--- src/rtl/keypad_pkg.sv ---
// Shared definitions for the 4x4 keypad scanner: FSM states, key-code table
// and small index helpers.
package keypad_pkg;

   typedef enum logic [1:0] {
      ST_SCAN       = 2'd0,
      ST_DB_PRESS   = 2'd1,
      ST_HELD       = 2'd2,
      ST_DB_RELEASE = 2'd3
   } kp_state_e;

   localparam int unsigned SCAN_DIV_DEF        = 1000;
   localparam int unsigned DEBOUNCE_CYCLES_DEF = 1_000_000;

   // ASCII codes indexed by {row[1:0], col[1:0]}; entry 0 is the rightmost byte.
   localparam logic [15:0][7:0] KEY_TABLE = {
      8'h44, 8'h23, 8'h30, 8'h2A,   // row3: D # 0 *
      8'h43, 8'h39, 8'h38, 8'h37,   // row2: C 9 8 7
      8'h42, 8'h36, 8'h35, 8'h34,   // row1: B 6 5 4
      8'h41, 8'h33, 8'h32, 8'h31    // row0: A 3 2 1
   };

   // Lowest set column wins when several lines are active.
   function automatic logic [1:0] col_index(input logic [3:0] c);
      logic [1:0] idx;
      if (c[0])      idx = 2'd0;
      else if (c[1]) idx = 2'd1;
      else if (c[2]) idx = 2'd2;
      else           idx = 2'd3;
      return idx;
   endfunction

   function automatic logic [1:0] row_index(input logic [3:0] r);
      logic [1:0] idx;
      if (r[0])      idx = 2'd0;
      else if (r[1]) idx = 2'd1;
      else if (r[2]) idx = 2'd2;
      else           idx = 2'd3;
      return idx;
   endfunction

   function automatic logic [7:0] key_code(input logic [3:0] row_oh, input logic [3:0] col_vec);
      return KEY_TABLE[{row_index(row_oh), col_index(col_vec)}];
   endfunction

endpackage

--- src/rtl/keypad_debounce.sv ---
// Debounce counter: counts consecutive stable cycles in the press or release
// phase and strobes accept/release on the last required cycle.
module keypad_debounce
   import keypad_pkg::*;
#(
   parameter int unsigned DEBOUNCE_CYCLES = DEBOUNCE_CYCLES_DEF
) (
   input  logic       clk,
   input  logic       rst,
   input  logic       clear_i,
   input  logic       press_phase_i,
   input  logic       release_phase_i,
   input  logic [3:0] col_i,
   input  logic [3:0] ref_i,
   output logic       accept_o,
   output logic       release_o
);

   localparam int unsigned CW = (DEBOUNCE_CYCLES > 1) ? $clog2(DEBOUNCE_CYCLES) : 1;

   logic [CW-1:0] cnt_q, cnt_d;
   logic          stable;
   logic          done;

   // Stability condition and terminal-count strobes for the active phase.
   always_comb begin
      stable    = 1'b0;
      if (press_phase_i)   stable = (col_i == ref_i);
      if (release_phase_i) stable = (col_i == 4'b0000);
      done      = (cnt_q == CW'(DEBOUNCE_CYCLES - 1));
      accept_o  = press_phase_i & stable & done;
      release_o = release_phase_i & stable & done;
   end

   // Counter next value: cleared on phase entry, advanced while stable.
   always_comb begin
      cnt_d = cnt_q;
      if (clear_i)
         cnt_d = '0;
      else if ((press_phase_i || release_phase_i) && stable && !done)
         cnt_d = cnt_q + 1'b1;
   end

   // Counter register.
   always_ff @(posedge clk or negedge rst) begin
      if (!rst) cnt_q <= '0;
      else      cnt_q <= cnt_d;
   end

endmodule

--- src/rtl/keypad_top.sv ---
// 4x4 matrix keypad scanner: row rotation, column synchroniser, press/release
// FSM and ASCII encoder with registered outputs.
module keypad_top
   import keypad_pkg::*;
#(
   parameter int unsigned SCAN_DIV        = SCAN_DIV_DEF,
   parameter int unsigned DEBOUNCE_CYCLES = DEBOUNCE_CYCLES_DEF
) (
   input  logic       clk,
   input  logic       rst,
   input  logic [3:0] in,
   output logic [3:0] row_select,
   output logic [7:0] enc_out,
   output logic       pressed
);

   localparam int unsigned SCW = (SCAN_DIV > 1) ? $clog2(SCAN_DIV) : 1;

   logic [3:0]     sync1_q, sync2_q;
   logic [3:0]     col;
   kp_state_e      state_q, state_d;
   logic [3:0]     row_q, row_d;
   logic [SCW-1:0] scan_cnt_q, scan_cnt_d;
   logic [3:0]     ref_q, ref_d;
   logic [7:0]     enc_q, enc_d;
   logic           pressed_q, pressed_d;
   logic           db_clear;
   logic           db_accept;
   logic           db_release;

   assign col        = sync2_q;
   assign row_select = row_q;
   assign enc_out    = enc_q;
   assign pressed    = pressed_q;

   // Two-flop synchroniser for the asynchronous column lines.
   always_ff @(posedge clk or negedge rst) begin
      if (!rst) begin
         sync1_q <= '0;
         sync2_q <= '0;
      end else begin
         sync1_q <= in;
         sync2_q <= sync1_q;
      end
   end

   keypad_debounce #(
      .DEBOUNCE_CYCLES (DEBOUNCE_CYCLES)
   ) u_debounce (
      .clk             (clk),
      .rst             (rst),
      .clear_i         (db_clear),
      .press_phase_i   (state_q == ST_DB_PRESS),
      .release_phase_i (state_q == ST_DB_RELEASE),
      .col_i           (col),
      .ref_i           (ref_q),
      .accept_o        (db_accept),
      .release_o       (db_release)
   );

   // FSM next-state, row rotation, capture and encoder logic.
   always_comb begin
      state_d    = state_q;
      row_d      = row_q;
      scan_cnt_d = scan_cnt_q;
      ref_d      = ref_q;
      enc_d      = enc_q;
      pressed_d  = pressed_q;
      db_clear   = 1'b0;
      case (state_q)
         ST_SCAN: begin
            if (col == 4'b0000) begin
               if (scan_cnt_q == SCW'(SCAN_DIV - 1)) begin
                  scan_cnt_d = '0;
                  row_d      = {row_q[2:0], row_q[3]};
               end else begin
                  scan_cnt_d = scan_cnt_q + 1'b1;
               end
            end else begin
               ref_d      = col;
               db_clear   = 1'b1;
               scan_cnt_d = '0;
               state_d    = ST_DB_PRESS;
            end
         end
         ST_DB_PRESS: begin
            if (db_accept) begin
               enc_d     = key_code(row_q, ref_q);
               pressed_d = 1'b1;
               state_d   = ST_HELD;
            end else if (col != ref_q) begin
               state_d = ST_SCAN;
            end
         end
         ST_HELD: begin
            pressed_d = 1'b1;
            if (col == 4'b0000) begin
               db_clear = 1'b1;
               state_d  = ST_DB_RELEASE;
            end
         end
         ST_DB_RELEASE: begin
            if (db_release) begin
               pressed_d = 1'b0;
               state_d   = ST_SCAN;
            end else if (col != 4'b0000) begin
               state_d = ST_HELD;
            end
         end
         default: state_d = ST_SCAN;
      endcase
   end

   // State and output registers.
   always_ff @(posedge clk or negedge rst) begin
      if (!rst) begin
         state_q    <= ST_SCAN;
         row_q      <= 4'b0001;
         scan_cnt_q <= '0;
         ref_q      <= '0;
         enc_q      <= 8'h00;
         pressed_q  <= 1'b0;
      end else begin
         state_q    <= state_d;
         row_q      <= row_d;
         scan_cnt_q <= scan_cnt_d;
         ref_q      <= ref_d;
         enc_q      <= enc_d;
         pressed_q  <= pressed_d;
      end
   end

endmodule

--- config.mk ---
export PLATFORM = sky130hd
export DESIGN_NAME = keypad_top
export DESIGN_NICKNAME = d
export VERILOG_FILES = /design/src/rtl/keypad_pkg.sv /design/src/rtl/keypad_debounce.sv /design/src/rtl/keypad_top.sv
export SDC_FILE = /design/constraint.sdc
export NUM_CORES = 1
export LEC_CHECK = 0
export CORE_MARGIN = 5
export CORE_UTILIZATION = 55
export CTS_CLUSTER_DIAMETER = 50
export CTS_CLUSTER_SIZE = 25
export DETAILED_ROUTE_END_ITERATION = 8
export DONT_BUFFER_PORTS = 1
export GPL_TIMING_DRIVEN = 0
export PLACE_DENSITY = 0.78
export SYNTH_ARGS = -nofsm -noshare
export SYNTH_HDL_FRONTEND = slang
export SYNTH_SLANG_ARGS = --single-unit
--- constraint.sdc ---
create_clock -name clk -period 4.2 [get_ports clk]
set_clock_uncertainty 0.1 [all_clocks]
set_input_delay 0.63 -clock clk [delete_from_list [all_inputs] [get_ports clk]]
set_output_delay 0.63 -clock clk [all_outputs]
set_load 0.05 [all_outputs]
Word level (Yosys, flattened, before mapping) --
Memory sizes are Yosys's and may differ from the RTL's. A register that Yosys moved wholly into a read port is not among the register bits. Index checks and enable logic that the tools add are counted. Widths: inputs -> output; s select.
Storage, ports and cells: flip-flop bits (word level) 49, bits in read-only memories 128, input port bits 6, output and inout port bits 13, word-level logic and storage cells 73, memories 1
Memories:
- (name not given) | depth 16, width 8, rd ports 1, clocked after memory_dff 1, write ports 0, RTL line keypad_pkg.sv:43 | return KEY_TABLE[{row_index(row_oh), col_index(col_vec)}];
Operators by class: add/sub/neg operators 2, eq/ne operators 13, multiplexer cells 29, bitwise logic cells 5, reductions and logical operators 15
Operator list (count):
- $mux 20 | 2
- $mux 2 | 14
- $add 20x1->20 const B | 1
- $eq 20x20->1 const B | 1
- $mux 10 | 2
- $add 10x1->10 const B | 1
- $eq 10x10->1 const B | 1
- $mux 1 | 8
- $ne 2x2->1 const B | 4
- $pmux 2 s4 | 1
- $ne 3x3->1 const B | 2
- $reduce_and 3->1 | 2
- $and 1x1->1 | 4
- $eq 2x2->1 const B | 2
- $eq 4x4->1 | 1
- $logic_not 4->1 | 1
- $ne 4x4->1 | 1
- $reduce_and 2->1 | 2
- $reduce_and 4->1 | 1
- $reduce_bool 4->1 | 1
- $pmux 1 s3 | 1
- $reduce_bool 3->1 | 1
- $eq 2x1->1 const B | 1
- $logic_and 1x1->1 | 2
- other kinds (6) | 7

Logic depth before layout (Yosys ltp) --
Gate-level depths: netlist (run 1).
depth after elaboration 7, gate-level depth with buffers 8, mapped depth without buffers 8

Cells and area by module --
From an unflattened synthesis (run 1), not the netlist that was laid out.
Unflattened totals: cells, all modules 306, area total of the unflattened synthesis 3067.9 um2
Modules (own cells, without submodules):
- keypad_top | times used 1, cells an instance 170, area each 1776.7 um2, sequential area each 902.1 um2
- keypad_debounce | times used 1, cells an instance 136, area each 1291.2 um2, sequential area each 500.5 um2

Worst setup path before layout (run 1) --
OpenSTA, ideal clock, no wires.
kind register -> register, start register sync2_q[0] (netlist: col[0]), end register u_debounce.cnt_q[8], arrival 1801 ps, path slack 2159 ps, cell stages (with the launch flop) 8, buffers on the path 2, period minus slack after synthesis 2041 ps, cells stage by stage dfrtp_1 nor4_4 nand3_1 a21boi_2 buf_6 buf_2 o311ai_0 o41ai_1
Between the ends: longest elaborated chain between the ends 6, elaborated cells between the ends (all ways) 11
Ends and longest elaborated chain:
- start: declaration | RTL line keypad_top.sv:19 | logic [3:0] sync1_q, sync2_q;
- start signal: assignment | RTL line keypad_top.sv:43 | sync2_q <= sync1_q;
- $eq 4x4->1 | RTL line keypad_debounce.sv:28 | if (press_phase_i) stable = (col_i == ref_i);
- $mux 1 | RTL line keypad_debounce.sv:28
- $mux 1 | RTL line keypad_debounce.sv:29 | if (release_phase_i) stable = (col_i == 4'b0000);
- $logic_and 1x1->1 (2 in series) | RTL line keypad_debounce.sv:40 | else if ((press_phase_i || release_phase_i) && stable && !done)
- $reduce_bool 2->1 (no source line)
- end signal: assignment | RTL line keypad_debounce.sv:47 | else cnt_q <= cnt_d;
- end: declaration | RTL line keypad_debounce.sv:21 | logic [CW-1:0] cnt_q, cnt_d;
Parallel ways exist; a longest one is shown, timed or not. A chain may end at the register's enable or synchronous reset.

Worst setup path after layout (run 1) --
start register u_debounce.cnt_q[0], end register u_debounce.cnt_q[6]
Between the ends: longest elaborated chain between the ends 4, elaborated cells between the ends (all ways) 7
Ends and longest elaborated chain:
- parallel branches: the longest is 4 deep, another holds $add 20x1->20
Parallel ways; which one is timed is not known. The select of a mux whose other input is x is not followed.

==> results of run 1 <==
## cell usage in the layout (no fill, tap or decap), drive strengths merged, types with 2 or more instances in the layout
cell / n
mux2: 3
a22oi: 2
o21ai: 17
nand4: 10
o311ai: 4
inv: 13
o31ai: 17
buf: 5
nand2: 24
and2: 2
nor2b: 2
nor4: 3
nand3: 13
and4: 4
or4: 13
a21oi: 17
a21o: 3
a22o: 4
o211ai: 4
and3: 7
dfrtp: 55
ha: 8
xor2: 8
xnor2: 4
clkbuf: 16
o41ai: 2
nor3: 3
nor2: 20
## flip-flops by register name (all words and copies together) (netlist names)
register and cells:
state_q 2, row_select 4, ref_q 4, pressed 1, scan_cnt_q 10, enc_out 7
col 4, sync1_q 4, u_debounce.cnt_q 20
## worst max-delay path, stage by stage, from the launching register on
cell and delay (ns):
dfrtp_1 0.42, ha_1 0.22, nand4_1 0.22, nor4_1 0.58, and2_1 0.30, clkbuf_1 0.38
or4_1 0.17, a21oi_1 0.07
## power breakdown
group          total [mW]  internal (mW)  switching, mW
clock               0.368          0.195          0.173
combinational       0.299          0.101          0.198
sequential          0.617          0.573         0.0441
total                1.28          0.869          0.415
## stage by stage
stage / setup WS [ns] / cells / hold slack, ns / total power [mW]
floorplan: 2.16 / 290 / 0.231 / 0.838
global placement: 1.70 / 360 / 0.232 / 0.902
detailed placement: 1.70 / 360 / 0.237 / 0.909
CTS: 1.67 / 369 / 0.0400 / 1.29
global route: 1.44 / 369 / 0.0309 / 1.37
finish: 1.62 / 369 / 0.0553 / 1.28
## cells by family (layout without fill, tap and decap cells)
family | Yosys count | in the layout | share of synthesized area, %
AOI/OAI and AO/OA | 75 | 75 | 17.3
xor gates and xnor gates | 12 | 12 | 3.66
adders and majority gates | 8 | 8 | 3.49
buffers and inverters | 27 | 36 | 4.23
DFF | 56 | 56 | 48.8
muxes | 3 | 3 | 1.18
other | 1 | 1 | 0.131
and+or+nand+nor | 108 | 108 | 21.1
## cells in the mapped netlist (2+ instances only)
cell type | number | share of area, %
xor2_1 | 8 | 2.4
o311ai_0 | 4 | 1.2
or4_1 | 13 | 3.4
o41ai_1 | 2 | 0.61
o31ai_1 | 17 | 4.4
a21oi_1 | 17 | 3.0
nand4_1 | 10 | 2.2
and4_1 | 4 | 1.2
dfrtp_1 | 55 | 48
ha_1 | 8 | 3.5
a22o_1 | 4 | 1.2
a21o_1 | 3 | 0.78
nand3_1 | 13 | 2.3
nor3_1 | 3 | 0.52
buf_6 | 2 | 0.78
xnor2_1 | 4 | 1.2
o21ai_0 | 17 | 3.0
and3_1 | 7 | 1.5
clkbuf_1 | 10 | 1.3
nand2_1 | 24 | 3.1
mux2_2 | 3 | 1.2
nor2_1 | 20 | 2.6
nor2b_1 | 2 | 0.44
inv_1 | 13 | 1.7
a22oi_1 | 2 | 0.52
o211ai_1 | 4 | 1.0
## final cells by class
cell class | count | area (um^2) | share of cell area [%]
plain buffers | 14 | 72.6 | 2.33
clock buffers | 6 | 82.6 | 2.66
well taps | 70 | 87.6 | 2.82
multi-input cells | 207 | 1350 | 43.4
inverters | 13 | 48.8 | 1.57
flip-flops and latches | 56 | 1400 | 45.1
repair buffers | 1 | 27.5 | 0.886
clock inverters | 2 | 38.8 | 1.25
## layer usage
layer | wire length, um | up-vias | track usage [%]
met5 | 0 | - | 0
met4 | 74 | 0 | 6.31
met3 | 409 | 10 | 4.01
met2 | 2830 | 71 | 30.3
met1 | 2690 | 1079 | 27.3
li1 | - | 1091 | -
## path summary, 6_finish.rpt
path	slack [ns]	endpoint	cells past startpoint
worst max-delay path	1.62	u_debounce.cnt_q[6]	7
worst min-delay path	0.06	row_select[0]	0
worst max register to register	1.62	u_debounce.cnt_q[6]	7
worst min register to register	0.26	col[3]	0
max in group asynchronous	3.70	enc_out[3]	1
min in group clk	0.24	sync1_q[2]	0
==> qor.yml, run 1 <==
outcome:
  status: "completed"
job:
  max_cap_viol_count: 0
routing:
  firstDrtPassIters: 4
  drtIter0Drc: 216
  wirelength_mm: 6.00
  ant_nets: 0
  viasPerCell: 6.10
  drcViolationCount: 0
  wl_per_cell_um: 16.3
  vias: 2251
synthesis:
  synth_area_per_cell_um2: 9.90
  netlist_instances: 290
  ys_warn_count: 0
  ys_seq_area_share_pct: 48.8
  synth.distinct_cells: 47
  ys.flop_type: "dfrtp_1"
  syn-cell-area_mm2: 0.00287
  synth_nets: 304
  ys_ff_latch: 56
  synth_edf_count: 0
  async_reset_ff_share_pct: 100
global_routing:
  grt_pass1_vias: 2135
  grt_pass1_wl_mm: 10.0
  grt_max_degree: 56
  grt_use_total_pct: 19.5
  gr-total-overflow: 0
  antenna_found_initial: 0
floorplanning:
  num_rows: 26
  core_area_mm2: 0.00507
  die-area_mm2: 0.00677
  die_w_um: 82.3
  die_h_um: 82.3
  initial_core_util_pct: 56.6
  ios: 19
layout:
  diodes: 0
  nets: 312
  num-fill-cells: 437
  fin_util_pct: 61.2
  area_growth_pct: 8.24
  drive_above_1_share_pct: 7.02
  final_area_mm2: 0.00311
setup_path:
  endpoint_kind: "flip-flop"
  critical_path.reg2reg.startpoint: "u_debounce.cnt_q[0]"
  worstPathArrival_ns: 2.67
  critPathLaunch: "u_debounce.cnt_q[0]"
  crit_type: "flip-flop to flip-flop"
  path_max_fanout: 10
  startpoint_type: "flip-flop"
  worstPathRequired_ns: 4.29
timing:
  finalSetupTns_ns: 0
  max_slew_margin_pct: 46.3
  hold_viol: 0
  max_freq_ghz: 0.387
  finalCriticalPeriod_ns: 2.58
  rsz0062_at_grt: "no"
  maxSlewViolCount: 0
  setup-violations-final: 0
  tightest_slew_ns: 0.799
  min_period_over_period_pct: 61.5
clock_tree:
  cts_tree: "built"
  path_clk_slew_ns: 0.09
  post-cts-setup-buffers: 0
  numClockSinks: 56
  clockRootBuffer: "clkbuf_8"
  numCtsBuffers: 5
  cts_resized: 0
  cts_buffer_depth: 2
  worstSkewPairLatency_ns: 0.31
  htreeDepth: 2
  cts_hold_buffers: 1
placed_design:
  place_area_mm2: 0.00296
  dpl.hpwl_mm: 4.13
  io_buffers: 0
  place_congestion: 0.835
worst_hold_path:
  hold_path.class: "primary input to async pin"
pwr:
  powerDensity_mw_per_mm2: 413
  ir_drop_uv: 373
  leakage_nw: 1.29
Note: power is estimated with default switching activity, not from simulation.
==> inputs of run 2 (changes only) <==
PLACE_DENSITY = 0.81   (was 0.78)
clock period = 2.1 ns   (was 4.2 ns; I/O delays follow)
==> run 2 against run 1 <==
Net effect:
- the run now ends with setup timing left
- sequential cell count unchanged
- combinational power rose to 2.6 times the previous value
- sequential power grew 100%
- critical endpoint is now enc_out[1]
- highest routed layer unchanged
==> qor.yml, run 2 (same netlist as run 1, synthesis figures left out) <==
outcome:
  status: "finished, violations left"
  violations: "setup timing"
clock_tree:
  numCtsBuffers: 5  # unchanged
  path_clk_slew_ns: 0.09  # about the same
  cts_buffer_depth: 2  # unchanged
  cts_tree: "built"
  htreeDepth: 2  # unchanged
  numClockSinks: 56  # unchanged
  clockRootBuffer: "clkbuf_8"
  worstSkewPairLatency_ns: 0.31  # about the same
layout:
  layout_common_cells: "dfrtp_1 (52), nand2_1 (23), o21ai_0 (17)"
  diodes: 0  # unchanged
  final_common_cell: "dfrtp_1"
  regMostFlops: "u_debounce.cnt_q"
  largest_reg_flops: 20  # unchanged
  fin_cells: 383  # +3.8%
  num-fill-cells: 373  # -15%
  regArea_mm2: 0.00141  # +0.27%
  fin_util_pct: 69.0  # +7.7 points
  area_growth_pct: 21.9
  drive_above_1_share_pct: 23.3  # +16 points
  final_area_mm2: 0.00350  # +13%
  multi_input_area_mm2: 0.00158  # +17%
  nets: 326  # +4.5%
setup_path:
  worstPathRequired_ns: 2.25  # -2.04 ns
  endpoint_kind: "flip-flop"
  worstPathArrival_ns: 2.26  # -0.41 ns
  startpoint_type: "flip-flop"
  path_max_fanout: 5  # -5
  crit_type: "flip-flop to flip-flop"
  r2r_setup_slack_ns: -0.01  # -1.63 ns
timing:
  max_slew_margin_pct: 61.7  # +15 points
  fin_ws_ns: -0.0118  # -1.63 ns
  min_period_over_period_pct: 101  # +39 points
  finalCriticalPeriod_ns: 2.11  # -0.473 ns
  maxSlewViolCount: 0  # unchanged
  whs_ns: 0.256  # +0.200 ns
  finalSetupTns_ns: -0.0465  # -0.0465 ns
  setup-violations-final: 5  # +5
  max_freq_ghz: 0.474  # +22%
  rsz0062_at_grt: "yes"
  tightest_slew_ns: 0.574  # -0.225 ns
  hold_viol: 0  # unchanged
placed_design:
  place_area_mm2: 0.00296  # unchanged
  place_congestion: 0.858  # +2.7%
  dp_cells: 360  # unchanged
  place_ws_ns: -0.403  # -2.10 ns
  io_buffers: 0  # unchanged
  dpl.hpwl_mm: 4.15  # +0.37%
floorplanning:
  core_area_mm2: 0.00507  # unchanged
  ios: 19  # unchanged
  die_h_um: 82.3  # unchanged
  die_w_um: 82.3  # unchanged
  die-area_mm2: 0.00677  # unchanged
  num_rows: 26  # unchanged
  initial_core_util_pct: 56.6  # unchanged
routing:
  vias: 2444  # +8.6%
  wl_per_cell_um: 17.6  # +8.3%
  wirelength_mm: 6.75  # +12%
  firstDrtPassIters: 7  # +3
  drtIter0Drc: 336  # +56%
  ant_nets: 0  # unchanged
  drcViolationCount: 0  # unchanged
  viasPerCell: 6.38  # +4.6%
job:
  max_cap_viol_count: 0  # unchanged
global_routing:
  grt_pass1_vias: 2164  # +1.4%
  gr-total-overflow: 0  # unchanged
  grt_use_total_pct: 20.3  # +0.84 points
  grt_pass1_wl_mm: 10.7  # +6.5%
  grt_max_degree: 57  # +1.8%
  antenna_found_initial: 0  # unchanged
pwr:
  power_mw: 2.84  # +120%
  power_frac_clock_pct: 28.9  # +0.2 points
  leakage_nw: 1.43  # +11%
  seqPwrFrac_pct: 43.6  # -4.4 points
  p_switching_mw: 0.950  # +130%
  switching_share_pct: 33.4  # +1.1 points
  ir_drop_uv: 629  # +69%
  p_int_mw: 1.89  # +120%
  p_comb_share_pct: 27.4  # +4.1 points
  powerDensity_mw_per_mm2: 812  # +97%
worst_hold_path:
  hold_path.class: "flip-flop to flip-flop"
==> run 2: final timing paths <==
kind | startpoint | endpoint | cells after the start
min | sync1_q[0] | col[0] | 0
max reg2reg | col[0] | enc_out[1] | 8
max in group asynchronous | rst | row_select[0] | 2
min reg2reg | sync1_q[0] | col[0] | 0
max | col[0] | enc_out[1] | 8
min in group asynchronous | rst | scan_cnt_q[3] | 2
==> run 2: power by group through the flow <==
stage          combinational, mW  sequential (mW)  clock (mW)
6_report                   0.780             1.24       0.822
3_3_place_gp               0.557             1.25           0
3_5_place_dp               0.582             1.25           0
5_1_grt                    0.850             1.25       0.880
4_1_cts                    0.663             1.23       0.832
2_1_floorplan              0.446             1.23           0
==> run 2: cell type report <==
| cell class | instances | share of cell area (%) |
|---|---|---|
| plain buffers | 13 | 2.50 |
| clock buffers | 6 | 2.07 |
| clock inverters | 2 | 1.72 |
| inverters | 13 | 1.39 |
| multi-input cells | 207 | 45.2 |
| flip-flops and latches | 56 | 40.2 |
| well taps | 70 | 2.50 |
| repair buffers | 16 | 4.47 |
==> run 2: worst max-delay path, cell delays in order, from the launching register on <==
cell and delay, ns:
dfrtp_2 0.45, xor2_1 0.19, nor4_4 0.38, buf_4 0.18, nand4_1 0.13, buf_6 0.19
buf_4 0.14, a221oi_2 0.19, a21o_1 0.11
==> run 2: per-layer routing <==
layer  wire [um]  global-route usage (%)  vias to the layer above  share of wire [%]
met3         352                    3.69                       21                5.2
met1        2940                    29.7                     1211                 44
li1            -                       -                     1118                  -
met2        3300                    32.0                       94                 49
met5           0                       0                        -                  0
met4         157                    3.82                        0                2.3
==> run 2: repair_timing <==
item | in CTS | in global routing
hold endpoints to repair | 60 | 0
hold buffers | 6 | 0
pin swaps | 7 | 13
cloned | 0 | 0
resized for setup | 13 | 58
endpoints found under the setup margin | 37 | 29
buffers inserted | 6 | 4
==> inputs of run 3 (changes only) <==
CTS_CLUSTER_SIZE = unset   (was 25)
==> results of run 3 <==
The final DEF is identical to that of run 2; final timing and power are the same.
